File: src/rtl/forthsuper_pkg.sv
// rtl/forthsuper_pkg.sv - shared types, result codes and character helpers for number parsing
package forthsuper_pkg;

    typedef enum logic [2:0] {
        ST_IDLE = 3'd0,
        ST_SKIP = 3'd1,
        ST_PFX  = 3'd2,
        ST_CNV  = 3'd3,
        ST_DONE = 3'd4
    } numparse_sts;

    localparam logic [1:0] NP_OK    = 2'd0;
    localparam logic [1:0] NP_EMPTY = 2'd1;
    localparam logic [1:0] NP_BAD   = 2'd2;
    localparam logic [1:0] NP_LONG  = 2'd3;

    localparam logic [7:0] CH_SP     = 8'h20;
    localparam logic [7:0] CH_NUL    = 8'h00;
    localparam logic [7:0] CH_DOLLAR = 8'h24;
    localparam logic [7:0] CH_HASH   = 8'h23;
    localparam logic [7:0] CH_MINUS  = 8'h2D;

    function automatic logic is_dec(input logic [7:0] c);
        return (c >= 8'h30) && (c <= 8'h39);
    endfunction

    function automatic logic is_hex_alpha(input logic [7:0] c);
        return ((c >= 8'h61) && (c <= 8'h66)) || ((c >= 8'h41) && (c <= 8'h46));
    endfunction

    // Low nibble is the value for '0'-'9'; letters sit at 0x41/0x61, so +9 maps them to 10..15
    function automatic logic [3:0] digit_val(input logic [7:0] c);
        return is_dec(c) ? c[3:0] : (c[3:0] + 4'd9);
    endfunction

endpackage

File: src/rtl/numparse_ctl_atoi.sv
// rtl/numparse_ctl_atoi.sv - streaming ascii-to-integer core, one character per two cycles
import forthsuper_pkg::*;

module atoi #(
    parameter int DSZ = 32
) (
    input  logic           clk,
    input  logic           rst,
    input  logic           en,
    input  logic           hex,
    input  logic [7:0]     md,
    output logic           af,
    output logic           bsy,
    output logic [DSZ-1:0] vo
);

    logic           ph_q, ph_d;        // 0: data cycle (md valid), 1: read-wait cycle
    logic           fin_q, fin_d;
    logic           first_q, first_d;  // sign is only legal on the first character
    logic           neg_q, neg_d;
    logic [DSZ-1:0] acc_q, acc_d;

    assign bsy = en & ~fin_q;
    assign af  = en & ~fin_q & ~ph_q;
    assign vo  = neg_q ? (DSZ'(0) - acc_q) : acc_q;

    // Consume one character per data cycle; any non-digit (other than a leading sign) ends the run
    always_comb begin
        ph_d    = ph_q;
        fin_d   = fin_q;
        first_d = first_q;
        neg_d   = neg_q;
        acc_d   = acc_q;
        if (!en) begin
            ph_d    = 1'b0;
            fin_d   = 1'b0;
            first_d = 1'b1;
            neg_d   = 1'b0;
            acc_d   = '0;
        end else if (!fin_q) begin
            if (!ph_q) begin
                ph_d    = 1'b1;
                first_d = 1'b0;
                if (is_dec(md) || is_hex_alpha(md)) begin
                    acc_d = (hex ? {acc_q[DSZ-5:0], 4'h0} : (acc_q * DSZ'(10)))
                            + DSZ'(digit_val(md));
                end else if ((md == CH_MINUS) && first_q) begin
                    neg_d = 1'b1;
                end else begin
                    fin_d = 1'b1;
                end
            end else begin
                ph_d = 1'b0;
            end
        end
    end

    // Core state register
    always_ff @(posedge clk) begin
        if (rst) begin
            ph_q    <= 1'b0;
            fin_q   <= 1'b0;
            first_q <= 1'b1;
            neg_q   <= 1'b0;
            acc_q   <= '0;
        end else begin
            ph_q    <= ph_d;
            fin_q   <= fin_d;
            first_q <= first_d;
            neg_q   <= neg_d;
            acc_q   <= acc_d;
        end
    end

endmodule

File: src/rtl/numparse_ctl.sv
// rtl/numparse_ctl.sv - number-literal sequencer: skip, prefix, convert, validate, report
import forthsuper_pkg::*;

module numparse_ctl #(
    parameter int DSZ  = 32,
    parameter int ASZ  = 17,
    parameter int MAXD = 10
) (
    input  logic           clk,
    input  logic           rst,
    input  logic           req,
    input  logic [ASZ-1:0] ta,
    input  logic           base_hex,
    input  logic [7:0]     md,
    output logic [ASZ-1:0] ma,
    output logic           bsy,
    output logic           ack,
    output logic [1:0]     ecode,
    output logic [DSZ-1:0] vo,
    output logic [ASZ-1:0] ea
);

    localparam int             NDW    = $clog2(MAXD + 2);
    localparam logic [NDW-1:0] ND_SAT = NDW'(MAXD + 1);

    numparse_sts    state_q, state_d;
    logic           ph_q, ph_d;        // SKIP: address/data phase; PFX: read-wait after a prefix
    logic           hex_q, hex_d;
    logic [NDW-1:0] nd_q, nd_d;
    logic           bad_q, bad_d;
    logic           cbsy_q;
    logic [ASZ-1:0] ma_q, ma_d;
    logic           ack_q, ack_d;
    logic           bsy_q, bsy_d;
    logic [1:0]     ecode_q, ecode_d;
    logic [DSZ-1:0] vo_q, vo_d;
    logic [ASZ-1:0] ea_q, ea_d;

    logic           c_en;
    logic           c_af;
    logic           c_bsy;
    logic [DSZ-1:0] c_vo;
    logic           c_fall;
    logic [1:0]     rc;

    function automatic logic [1:0] result_code(input logic [NDW-1:0] n, input logic b,
                                               input logic [7:0] term);
        if (n == '0)                                    return NP_EMPTY;
        if (b || ((term != CH_NUL) && (term != CH_SP))) return NP_BAD;
        if (n > NDW'(MAXD))                             return NP_LONG;
        return NP_OK;
    endfunction

    atoi #(.DSZ(DSZ)) a2i (
        .clk (clk),
        .rst (rst),
        .en  (c_en),
        .hex (hex_q),
        .md  (md),
        .af  (c_af),
        .bsy (c_bsy),
        .vo  (c_vo)
    );

    assign c_fall = cbsy_q & ~c_bsy;
    assign rc     = result_code(nd_q, bad_q, md);

    assign ma    = ma_q;
    assign bsy   = bsy_q;
    assign ack   = ack_q;
    assign ecode = ecode_q;
    assign vo    = vo_q;
    assign ea    = ea_q;

    // State register
    always_ff @(posedge clk) begin
        if (rst) state_q <= ST_IDLE;
        else     state_q <= state_d;
    end

    // Next-state logic
    always_comb begin
        state_d = state_q;
        case (state_q)
            ST_IDLE: if (req) state_d = ST_SKIP;
            ST_SKIP: begin
                if (ph_q) begin
                    if (md == CH_NUL)     state_d = ST_DONE;
                    else if (md != CH_SP) state_d = ST_PFX;
                end
            end
            ST_PFX: begin
                if (ph_q)                                        state_d = ST_CNV;
                else if ((md != CH_DOLLAR) && (md != CH_HASH))   state_d = ST_CNV;
            end
            ST_CNV:  if (c_fall) state_d = ST_DONE;
            ST_DONE: state_d = ST_IDLE;
            default: state_d = ST_IDLE;
        endcase
    end

    // Datapath and output values for the next cycle
    always_comb begin
        ph_d    = ph_q;
        hex_d   = hex_q;
        nd_d    = nd_q;
        bad_d   = bad_q;
        ma_d    = ma_q;
        ecode_d = ecode_q;
        vo_d    = vo_q;
        ea_d    = ea_q;
        c_en    = 1'b0;
        case (state_q)
            ST_IDLE: begin
                if (req) begin
                    ma_d  = ta;
                    hex_d = base_hex;
                    nd_d  = '0;
                    bad_d = 1'b0;
                    ph_d  = 1'b0;
                end
            end
            ST_SKIP: begin
                ph_d = ~ph_q;
                if (ph_q) begin
                    if (md == CH_SP) begin
                        ma_d = ma_q + ASZ'(1);
                    end else if (md == CH_NUL) begin
                        ecode_d = NP_EMPTY;
                        vo_d    = '0;
                        ea_d    = ma_q + ASZ'(1);
                    end
                end
            end
            ST_PFX: begin
                ph_d = 1'b0;
                if (!ph_q) begin
                    if (md == CH_DOLLAR) begin
                        hex_d = 1'b1;
                        ma_d  = ma_q + ASZ'(1);
                        ph_d  = 1'b1;
                    end else if (md == CH_HASH) begin
                        hex_d = 1'b0;
                        ma_d  = ma_q + ASZ'(1);
                        ph_d  = 1'b1;
                    end
                end
            end
            ST_CNV: begin
                c_en = 1'b1;
                ma_d = ma_q + ASZ'(c_af);
                if (c_af) begin
                    // The core takes a-f even in decimal, so the controller must flag them
                    if (is_dec(md) || (is_hex_alpha(md) && hex_q)) begin
                        if (nd_q != ND_SAT) nd_d = nd_q + NDW'(1);
                    end else if (is_hex_alpha(md)) begin
                        bad_d = 1'b1;
                    end
                end
                if (c_fall) begin
                    ea_d    = ma_q;
                    ecode_d = rc;
                    vo_d    = (rc == NP_OK) ? c_vo : '0;
                end
            end
            default: ;
        endcase
        ack_d = (state_d == ST_DONE);
        bsy_d = (state_d != ST_IDLE);
    end

    // Registered outputs and working registers
    always_ff @(posedge clk) begin
        if (rst) begin
            ph_q    <= 1'b0;
            hex_q   <= 1'b0;
            nd_q    <= '0;
            bad_q   <= 1'b0;
            cbsy_q  <= 1'b0;
            ma_q    <= '0;
            ack_q   <= 1'b0;
            bsy_q   <= 1'b0;
            ecode_q <= NP_OK;
            vo_q    <= '0;
            ea_q    <= '0;
        end else begin
            ph_q    <= ph_d;
            hex_q   <= hex_d;
            nd_q    <= nd_d;
            bad_q   <= bad_d;
            cbsy_q  <= c_bsy;
            ma_q    <= ma_d;
            ack_q   <= ack_d;
            bsy_q   <= bsy_d;
            ecode_q <= ecode_d;
            vo_q    <= vo_d;
            ea_q    <= ea_d;
        end
    end

endmodule

File: config.mk
export PLATFORM = sky130hd
export DESIGN_NAME = numparse_ctl
export DESIGN_NICKNAME = d
export VERILOG_FILES = /design/src/rtl/forthsuper_pkg.sv /design/src/rtl/numparse_ctl_atoi.sv /design/src/rtl/numparse_ctl.sv
export SDC_FILE = /design/constraint.sdc
export NUM_CORES = 1
export LEC_CHECK = 0
export BUFFER_PORTS_ARGS = -buffer_cell sky130_fd_sc_hd__buf_2
export CORE_ASPECT_RATIO = 1.1
export CORE_UTILIZATION = 45
export CTS_BUF_LIST = sky130_fd_sc_hd__clkbuf_2
export CTS_CLUSTER_SIZE = 28
export DETAILED_ROUTE_END_ITERATION = 10
export PLACE_DENSITY = 0.74
export SLEW_MARGIN = 30
export SYNTH_ARGS = -nofsm -noshare
export SYNTH_HDL_FRONTEND = slang
export SYNTH_SLANG_ARGS = --single-unit
File: constraint.sdc
create_clock -name clk -period 5.6 [get_ports clk]
set_input_delay 0.56 -clock clk [delete_from_list [all_inputs] [get_ports clk]]
set_output_delay 0.56 -clock clk [all_outputs]
set_load 0.01 [all_outputs]
======== Word-level counts from Yosys, hierarchy flattened ========
Index checks and enable logic that the tools add are counted.
storage, ports and cells
  output and inout port bits .............. 70
  flip-flop bits (word level) ............. 117
cells by class
  multiply operators ...................... 1
  mux-type cells .......................... 71
  reductions and logical operators ........ 32
  eq/ne operators ......................... 25
  magnitude comparators ................... 7
  bitwise logic cells ..................... 9
  add/sub/neg operators ................... 6
operators by type and width
  cell                     count
  $mux W32                 7
  $mux W17                 10
  $pmux W17 S4             1
  $pmux W32 S2             1
  $pmux W17 S2             1
  $add A32 B4 Y32          1
  $eq A8 B6 Y1 const B     4
  $mul A32 B3 Y31 const B  1
  $sub A1 B32 Y32 const A  1
  $ne A2 B2 Y1 const B     12
  $ne A8 B6 Y1 const B     3
  $mux W1                  23
  $mux W3                  7
  $mux W2                  10
  $mux W4                  5
  $add A17 B1 Y17          1
  $add A17 B1 Y17 const B  1
  $ge A8 B7 Y1 const B     2
  $le A8 B7 Y1 const B     2
  $reduce_and A5 Y1        3
  $pmux W3 S4              1
  $ge A8 B6 Y1 const B     1
  $le A8 B6 Y1 const B     1
  $logic_not A8 Y1         1
  other kinds (28)         51

======== Logic depth before layout (Yosys ltp) ========
Gate-level depths: netlist (run 1).
  depth in word-level cells ............... 14
  gate-level depth with buffers ........... 19

======== Hierarchy ========
A second synthesis (run 1) with hierarchy kept.
unflattened totals
  cells, all modules ...................... 1,204
  area total of the unflattened synthesis .. 9,382.7 um^2
by module, submodules not included
  module        cells an instance  area each (um^2)  sequential area each (um^2)  times used
  atoi          666                5,002.3           720.7                        1
  numparse_ctl  538                4,380.5           1,621.6                      1

======== Worst setup path after synthesis (run 1) ========
OpenSTA, ideal clock, no wires.
  path type ............................... reg-to-reg
  start ................................... reg hex_q
  end ..................................... reg a2i.acc_q[28]
  arrival ................................. 3.911 ns
  required time ........................... 5.476 ns
  period minus slack after synthesis ...... 4.035 ns
  setup time .............................. 0.124 ns
  buffers on the path ..................... 6
  cell stages (with the launch flop) ...... 19
  setup slack ............................. 1.565 ns
  path through ............................ dfxtp_1 buf_2 buf_1 buf_2 clkbuf_1 clkbuf_1 buf_1 nor2_1 ha_1 a21o_1 a21oi_1 nand3b_1 a211oi_1 and3_1 and2_1 nand4_2 nor4_2 xnor2_1 o21ai_1
between the ends
  longest elaborated chain between the ends .. 2
RTL lines
  what                    line                     source
  start, declared         numparse_ctl.sv:28       logic hex_q, hex_d;
  start signal, assigned  numparse_ctl.sv:176      hex_q <= 1'b0;
  start signal, assigned  numparse_ctl.sv:188      hex_q <= hex_d;
  $mux W32                numparse_ctl_atoi.sv:45  acc_d = (hex ? {acc_q[DSZ-5:0], 4'h0} : (acc_q * DSZ'(10)))
  $add A32 B4 Y32         numparse_ctl_atoi.sv:46  + DSZ'(digit_val(md));
  end signal, assigned    numparse_ctl_atoi.sv:65  acc_q <= '0;
  end signal, assigned    numparse_ctl_atoi.sv:71  acc_q <= acc_d;
  end, declared           numparse_ctl_atoi.sv:21  logic [DSZ-1:0] acc_q, acc_d;
Every way passes these cells.
A chain may end at the register's enable or synchronous reset.

======== Worst setup path after layout (run 1) ========
  start ................................... reg a2i.acc_q[7]
  end ..................................... reg a2i.acc_q[29]
between the ends
  longest elaborated chain between the ends .. 3
RTL lines
  what                 line
  $mul A32 B3 Y31      numparse_ctl_atoi.sv:45
  $mux W32 (*)         numparse_ctl_atoi.sv:45
  $add A32 B4 Y32 (*)  numparse_ctl_atoi.sv:46
Mark *: on every way between the ends. The rest lies on a longest branch, timed or not.

==> results.cfg, run 1 <==
[outcome]
status = completed

[synth]
yosysMostFrequentCell = nor2_1
synth_cell_types = 81
synth_area_leaders = dfxtp_1, ha_1, nor2_1, xnor2_1, nand2_1
synth_seq_area_share = 0.257
synth_top_cell_by_area = dfxtp_1
synth_nets = 1294
async_reset_ff_frac = 0
syn-cell-area_sq_um = 9130
yosysTopAreaCellShare = 0.257
synth_warnings = 0
netlist_top_cells_count = nor2_1, nand2_1, dfxtp_1, a21oi_1
synth-edff-count = 0
synthCells = 1194
synth-seq-cells = 117
synthFlopType = dfxtp_1
syn_area_per_cell_sq_um = 7.64

[timing]
rsz0062_at_grt = false
fmax_mhz = 254
fin_hold_ws_ps = 145
fin_crit_sh = 0.703
setup-tns-final_ps = 0
final.min_clock_period_ps = 3940
hold_violations = 0
finClkSkew_ps = 32.1
final-setup-viol-count = 0
maxSlewHeadroom = 0.348
drv_slew = 0
tightest_slew_ps = 974

[pwr]
powerDensity_nw_per_um2 = 194
total_power_mw = 1.93
p_switching_uw = 679
switching_share = 0.352
p_seq_frac = 0.497
internal_power_mw = 1.25
pwr-share-clk = 0.275
comb_power_share = 0.228
ir_drop_mv = 0.156
leakage_nw = 4.14

[clock_network]
root_buffer = clkbuf_2
clkTransAtPathRegs_ps = 180
cts_inserted_buffers = 17
cts_setup_buffers = 0
cts_tree = done
clk_latency_ps = 690
htree_num_levels = 4
cts_resized = 0
cts.hold.buffers_added = 0
clockBufferDepth = 2
cts_sinks = 117

[critical_path]
critPathCaptureType = register
setup.worst_path.end = a2i.acc_q[29]
crit_arrival_ps = 4520
critPathKind = reg2reg
worstRegToRegCells = 12
cp-start-kind = register
critPathLaunch = a2i.acc_q[7]
timing.rr.start = a2i.acc_q[7]
required_ps = 6180
r2r_setup_slack_ps = 1660
crit_fanout = 9
r2r_end = a2i.acc_q[29]

[global_route]
grt_pass1_wl_um = 39300
grt.total_usage = 0.235
grt_max_degree = 67
antenna_found_initial = 1
grt_pass1_vias = 8205
grt_overflow = 0

[final_layout]
area_delta_synth_final_pct = 9.12
utilization = 0.501
final_area_sq_um = 9960
drive_gt1_frac = 0.149
finish.net_count = 1346

[place]
place.gp.congestion = 0.925
dp_hpwl_um = 17900
place_area_sq_um = 9740
port_buffers = 98

[floorplanning]
core-area_sq_um = 19900
initial_core_util = 0.459
die_area_sq_um = 20900
dieWidth_um = 138
pin_count = 99
core.rowCount = 54
dieHeight_um = 151

[routing]
routedWlPerCell_um = 16.0
via_per_inst = 5.88
vias = 8898
firstDrtPassIters = 5
drc = 0
final_antenna_net_count = 0
wirelength_um = 24200
initialDrtViolationCount = 593

[hold_path]
min_path_type = in2reg

[job]
drv_cap = 0
worst min path at each step:
stage,startpoint,to,slack (ps),depth (start not counted)
3_5_place_dp,ea[10],ea[10],490,2
4_1_cts,ta[1],ma[1],60,3
6_report,ta[1],ma[1],140,3
5_1_grt,ta[1],ma[1],90,3
2_1_floorplan,a2i.first_q,a2i.first_q,440,2
3_3_place_gp,ea[8],ea[8],480,2
metal layers:
metal / wire (um) / track usage / up-vias
met5: 0 / 0 / -
met4: 484 / 0.0853 / 0
met3: 1250 / 0.0301 / 40
met2: 11700 / 0.414 / 265
met1: 10700 / 0.289 / 4144
li1: - / - / 4449
power groups by stage:
| stage | Clock [mW] | Sequential [mW] | Combinational (mW) |
|---|---|---|---|
| 2_1_floorplan | 0 | 0.944 | 0.334 |
| 3_3_place_gp | 0 | 0.973 | 0.429 |
| 4_1_cts | 0.544 | 0.956 | 0.436 |
| 3_5_place_dp | 0 | 0.974 | 0.434 |
| 5_1_grt | 0.574 | 0.969 | 0.491 |
| 6_report | 0.530 | 0.959 | 0.438 |
logic make-up (layout without fill, tap and decap cells):
kind of cell,after synthesis,in the layout,share of synthesized area
simple gates,464,464,0.240
compound gates,346,346,0.264
flops,117,117,0.257
buf+inv,94,159,0.0395
xor+xnor,90,90,0.0864
fa+ha+maj,71,71,0.0990
mux,12,12,0.0138
other cells,0,1,0
placed cells by master, fill, tap and decap left out, types with 10 or more instances in the layout:
cell | netlist | final
nor2_1 | 158 | 157
nand2_1 | 135 | 134
dfxtp_1 | 117 | 115
buf_2 | 6 | 98
o21ai_0 | 69 | 69
a21oi_1 | 70 | 69
ha_1 | 69 | 69
xnor2_1 | 67 | 67
nand3_1 | 48 | 48
a22oi_1 | 45 | 45
a211oi_1 | 28 | 28
xor2_1 | 23 | 23
clkbuf_2 | 0 | 21
nor3_1 | 20 | 18
inv_1 | 18 | 18
nor2b_1 | 16 | 16
a21o_1 | 15 | 15
and3_1 | 12 | 12
o31ai_1 | 11 | 11
nand2b_1 | 10 | 10
o21ai_1 | 10 | 10
nand4_1 | 10 | 10
buf_4 | 0 | 10
sequential cells by signal, summed over array words and instances (netlist names), 2 cells and up:
signal	cells
a2i.acc_q	32
vo	32
ea	17
ma	17
nd_q	4
state_q	3
ecode	2
layout make-up:
class                           instances  area, sq um
Tap cell                              252          315
Timing Repair Buffer                  108          566
Inverter                               19         71.3
Sequential cell                       117         2340
Fill cell                            1932         9910
Clock inverter                         11          110
Multi-Input combinational cell        983         6440
Antenna cell                            1         2.50
Clock buffer                           21          105
metrics by stage:
step                      worst slack [ps]  cells
after global placement                1580   1479
after floorplan                       1570   1194
after CTS                             1700   1511
after global routing                  1420   1512
final                                 1660   1512
after detailed placement              1490   1479
critical path, cell delays in order (launching register included):
cell,delay [ps]
dfxtp_1,610
ha_1,320
ha_1,390
a21oi_2,300
nor2b_1,160
o31a_1,270
o31ai_2,360
and4b_1,410
nor2b_1,190
nand4_2,180
nor4_2,360
mux2i_1,220
nand2_1,60
Power figures use the tool's default switching activity.
==> run 2, diff against run 1 <==
--- a/config.mk
+++ b/config.mk
@@ -11,7 +11,7 @@
 export CTS_BUF_LIST = sky130_fd_sc_hd__clkbuf_2
 export CTS_CLUSTER_SIZE = 28
 export DETAILED_ROUTE_END_ITERATION = 10
-export PLACE_DENSITY = 0.74
+export PLACE_DENSITY = 0.76
 export SLEW_MARGIN = 30
 export SYNTH_ARGS = -nofsm -noshare
 export SYNTH_HDL_FRONTEND = slang
==> constraint.sdc (replaced) <==
create_clock -name clk -period 3.2 [get_ports clk]
set_input_delay 0.32 -clock clk [delete_from_list [all_inputs] [get_ports clk]]
set_output_delay 0.32 -clock clk [all_outputs]
set_load 0.01 [all_outputs]
==> run 2 against run 1 <==
The run now ends with negative setup slack left. Non-clock buffer count up 181. Sequential power up 72%. Global-route usage up 2.1 points. Highest routed layer unchanged. Critical path depth up 2. Final cell count up 12%. Utilization up 11 points. Largest power group unchanged. Largest cell class unchanged. Clock power up 52%. Count of clock-buffer cells in the layout down 3.
==> results.cfg, run 2 (synthesis results as in run 1) <==
[outcome]
status = finished, violations left
violations = negative setup slack

[clock_network]
cts_inserted_buffers = 17
root_buffer = clkbuf_2
cts_tree = done
clockBufferDepth = 2
clk_latency_ps = 690
clkTransAtPathRegs_ps = 210
cts_sinks = 117
htree_num_levels = 4

[critical_path]
required_ps = 3810
critPathKind = reg2reg
worstRegToRegCells = 14
crit_fanout = 6
slowest_delay_ps = 400
setup.worst_path.end = a2i.acc_q[29]
crit_chain = ha_1 -> ha_1 -> a21oi_2 -> o21ai_0 -> a211oi_2 -> o21ai_2 -> buf_4 -> a21o_1 -> xnor2_2 -> o31a_1 -> buf_4 -> nor4_2 -> mux2i_1 -> nand2_1
cp_slowest_cell = ha_1
cp.depth = 14
r2r_end = a2i.acc_q[29]
critPathLaunch = a2i.acc_q[14]
crit_buf_inv = 2
critPathCaptureType = register
crit_arrival_ps = 4070
path_delay_family = compound AO/OA/AOI/OAI gates
r2r_setup_slack_ps = -260
timing.rr.start = a2i.acc_q[14]
cp-start-kind = register

[pwr]
leakage_nw = 5.13
ir_drop_mv = 0.281
powerDensity_nw_per_um2 = 277

[routing]
via_per_inst = 5.88
drc = 0
firstDrtPassIters = 8
final_antenna_net_count = 0
initialDrtViolationCount = 736
routedWlPerCell_um = 16.8
vias = 9951
wirelength_um = 28400

[final_layout]
final_common_cell = buf_4
mostFrequentLayoutCells = buf_4, nor2_1, nand2_1
drive_gt1_frac = 0.318
multi_input_area_sq_um = 7130
area_delta_synth_final_pct = 32.4
fillers = 1652
regArea_sq_um = 2370
utilization = 0.608
finish.net_count = 1527

[floorplanning]
core.rowCount = 54
core-area_sq_um = 19900
dieHeight_um = 151
pin_count = 99
initial_core_util = 0.459
dieWidth_um = 138
die_area_sq_um = 20900

[place]
port_buffers = 98
dp_hpwl_um = 19600
place.gp.congestion = 0.918

[timing]
fmax_mhz = 289
finClkSkew_ps = 47.5
fin_crit_sh = 1.08
rsz0062_at_grt = true
maxSlewHeadroom = 0.408
drv_slew = 0
final-setup-viol-count = 11
final.min_clock_period_ps = 3460
hold_violations = 0
worst_slack_ps = -258
tightest_slew_ps = 887
setup-tns-final_ps = -1700

[global_route]
grt_max_degree = 52
grt_pass1_wl_um = 42900
grt-busiest-layer = met2
met2_usage = 0.454
antenna_found_initial = 1
grt_overflow = 0
grt.total_usage = 0.256
grtUsageMet1 = 0.315
grt_pass1_vias = 9124
use_met3 = 0.0311

[job]
drv_cap = 0

[hold_path]
min_path_type = in2reg
## run 2: report_power, final
part	switching, mW	internal [mW]
registers	0.126	1.53
clock network	0.610	0.198
logic	0.528	0.353
## run 2: cell type report
type | instances | area share
diodes | 1 | 0.000207
well taps | 252 | 0.0261
flip-flops and latches | 117 | 0.197
repair buffers | 289 | 0.166
clock inverters | 13 | 0.00725
multi-input cells | 983 | 0.590
inverters | 19 | 0.00590
clock buffers | 18 | 0.00746
## run 2: metal layers
metal,up-vias,part of all wire
met2,402,0.48
met1,4681,0.42
met3,60,0.069
met5,-,0
li1,4808,-
met4,0,0.026
## run 2: worst min-delay path by stage
stage                     cells after the start        start           to  slack [ps]
after floorplan                               2  a2i.first_q  a2i.first_q         440
after CTS                                     5        ta[8]        ma[8]           2
after detailed placement                      2  a2i.first_q  a2i.first_q         470
after global routing                          5       ta[12]       ma[12]          30
final                                         5        ta[8]        ma[8]          50
after global placement                        2  a2i.first_q  a2i.first_q         460
## run 2: what timing repair did
action / CTS / global route
pin swaps: 22 / 37
resized for setup: 59 / 67
hold buffers: 13 / 0
buffers inserted: 12 / 16
setup endpoints to repair: 16 / 19
endpoints found under the hold margin: 13 / 0
## run 2: tightest hold or removal path, cell delays in order
cell and delay, ps:
buf_2 90, a32oi_1 60, o21ai_0 80, a22oi_1 70, nor2_1 80
## run 2: per-stage QoR
stage / power, mW / worst slack, ps / hold WS, ps / instances / cell area (sq um)
after floorplan: 2.26 / 11.0 / 440 / 1194 / 9320
after CTS: 3.33 / -176 / 2.22 / 1677 / 11700
after detailed placement: 2.52 / -276 / 467 / 1622 / 11000
after global placement: 2.50 / -172 / 462 / 1622 / 11000
after global routing: 3.52 / -362 / 31.2 / 1692 / 12100
final: 3.34 / -258 / 49.7 / 1692 / 12100
==> run 3, diff against run 2 <==
--- a/config.mk
+++ b/config.mk
@@ -7,6 +7,7 @@
 export LEC_CHECK = 0
 export BUFFER_PORTS_ARGS = -buffer_cell sky130_fd_sc_hd__buf_2
 export CORE_ASPECT_RATIO = 1.1
+export CORE_MARGIN = 1.5
 export CORE_UTILIZATION = 45
 export CTS_BUF_LIST = sky130_fd_sc_hd__clkbuf_2
 export CTS_CLUSTER_SIZE = 28
==> run 3 against run 2 <==
The flow still finishes with violations (negative setup slack). Die area increased by 1.4%. Clock skew decreased by 7.4 ps. Flip-flop and latch count unchanged. Hold slack better by 33 ps. Maximum frequency is 1.7% lower. Clock power increased by 45%. Critical path depth is 1 lower. Final cell count up 0.59%. Global-route usage fell by 0.50 points. Largest cell class unchanged.
==> results.cfg, run 3 (synthesis results as in run 1) <==
[clock_network]
clockBufferDepth = 2
htree_num_levels = 4
clk_latency_ps = 680
clkTransAtPathRegs_ps = 200
cts_tree = done
cts_sinks = 117
cts_inserted_buffers = 17
root_buffer = clkbuf_2

[final_layout]
final_common_cell = buf_4
drive_gt1_frac = 0.309
area_delta_synth_final_pct = 32.9
fillers = 1610
finish.net_count = 1536
mostFrequentLayoutCells = buf_4, nor2_1, nand2_1

[critical_path]
required_ps = 3760
cp_slowest_cell = dfxtp_1
worstRegToRegCells = 13
critPathKind = reg2reg
crit_path_frequent_cell = ha_1
crit_chain = ha_1 -> ha_1 -> a21oi_1 -> buf_4 -> and2_1 -> nor2b_1 -> a31oi_2 -> o21ai_0 -> a31o_2 -> o211ai_4 -> nor4b_4 -> o2111a_1 -> o31ai_2
cp-start-kind = register
crit_buf_inv = 1
critPathCaptureType = register
cp.depth = 13
crit_arrival_ps = 4080
crit_fanout = 5
slowest_delay_ps = 480
path_delay_family = compound AO/OA/AOI/OAI gates

[pwr]
p_seq_frac = 0.445
internal_power_mw = 2.41
leakage_nw = 5.26
powerDensity_nw_per_um2 = 307
switching_share = 0.352
ir_drop_mv = 0.337
p_switching_mw = 1.31
pwr-share-clk = 0.313
total_power_mw = 3.72
comb_power_share = 0.242

[routing]
drc = 0
vias = 10169
firstDrtPassIters = 8
wirelength_um = 28900
initialDrtViolationCount = 902
routedWlPerCell_um = 17.0
via_per_inst = 5.97
final_antenna_net_count = 0

[global_route]
antenna_found_initial = 1
grt_pass1_vias = 9416
grt_pass1_wl_um = 45000
grt_max_degree = 60
grt_overflow = 0
grt.total_usage = 0.251

[floorplanning]
core-area_sq_um = 19900
dieWidth_um = 139
pin_count = 99
die_area_sq_um = 21100
initial_core_util = 0.459
dieHeight_um = 152
core.rowCount = 54

[timing]
final.min_clock_period_ps = 3520
rsz0062_at_grt = true
drv_slew = 0
worst_slack_ps = -316
fmax_mhz = 284
fin_crit_sh = 1.10
hold_violations = 0
finClkSkew_ps = 40.1
final-setup-viol-count = 16
fin_hold_ws_ps = 82.6
maxSlewHeadroom = 0.450
setup-tns-final_ps = -3140
tightest_slew_ps = 824

[job]
drv_cap = 0

[place]
place.gp.congestion = 0.925
port_buffers = 98
dp_hpwl_um = 20000

[hold_path]
min_path_type = in2reg
hold_path_depth = 5

[outcome]
status = finished, violations left
violations = negative setup slack
-- run 3: power groups by stage --
| stage | clock network, mW | logic [mW] | registers, mW |
|---|---|---|---|
| final | 1.17 | 0.899 | 1.66 |
| after global routing | 1.23 | 0.982 | 1.67 |
| after floorplan | 0 | 0.613 | 1.65 |
| after detailed placement | 0 | 0.828 | 1.68 |
| after global placement | 0 | 0.809 | 1.68 |
| after CTS | 1.17 | 0.861 | 1.65 |
-- run 3: layout make-up --
type,count,area [sq um],share of cell area
Antenna cell,1,2.50,0.000206
Sequential cell,117,2370,0.195
Clock buffer,17,85.1,0.00702
Inverter,19,71.3,0.00588
Tap cell,252,315,0.0260
Multi-Input combinational cell,983,7020,0.579
Timing Repair Buffer,298,2060,0.170
Clock inverter,15,201,0.0166
-- run 3: metrics by stage --
stage | instances | instance area [sq um] | utilization | worst slack [ps]
after floorplan | 1194 | 9320 | - | 11.0
after global placement | 1626 | 11000 | 0.553 | -130
after detailed placement | 1626 | 11000 | 0.553 | -288
after CTS | 1688 | 11700 | 0.590 | -231
after global routing | 1702 | 12100 | 0.610 | -469
final | 1702 | 12100 | 0.610 | -316
-- run 3: what timing repair did --
item / in CTS / in global routing
hold endpoints to repair: 18 / 0
hold buffers: 18 / 0
resized for setup: 42 / 66
pin swaps: 35 / 26
buffers inserted: 12 / 13
endpoints found under the setup margin: 17 / 24
-- run 3: path summary, 6_finish.rpt --
path,start,end,slack [ps]
max,a2i.acc_q[15],a2i.acc_q[31],-320
min,ta[14],ma[14],80
max reg2reg,a2i.acc_q[15],a2i.acc_q[31],-320
min reg2reg,a2i.first_q,a2i.first_q,490
-- run 3: routing by layer --
layer / track usage / part of all wire
met1: 0.321 / 0.41
met2: 0.434 / 0.48
met3: 0.0352 / 0.073
met4: 0.0853 / 0.035
met5: 0 / 0
-- run 3: worst reg2reg max path, stage by stage, from the launching register on --
cell and delay [ps]:
dfxtp_1 480, ha_1 270, ha_1 360, a21oi_1 270, buf_4 160, and2_1 180, nor2b_1 200, a31oi_2 150
o21ai_0 300, a31o_2 260, o211ai_4 110, nor4b_4 370, o2111a_1 260, o31ai_2 70
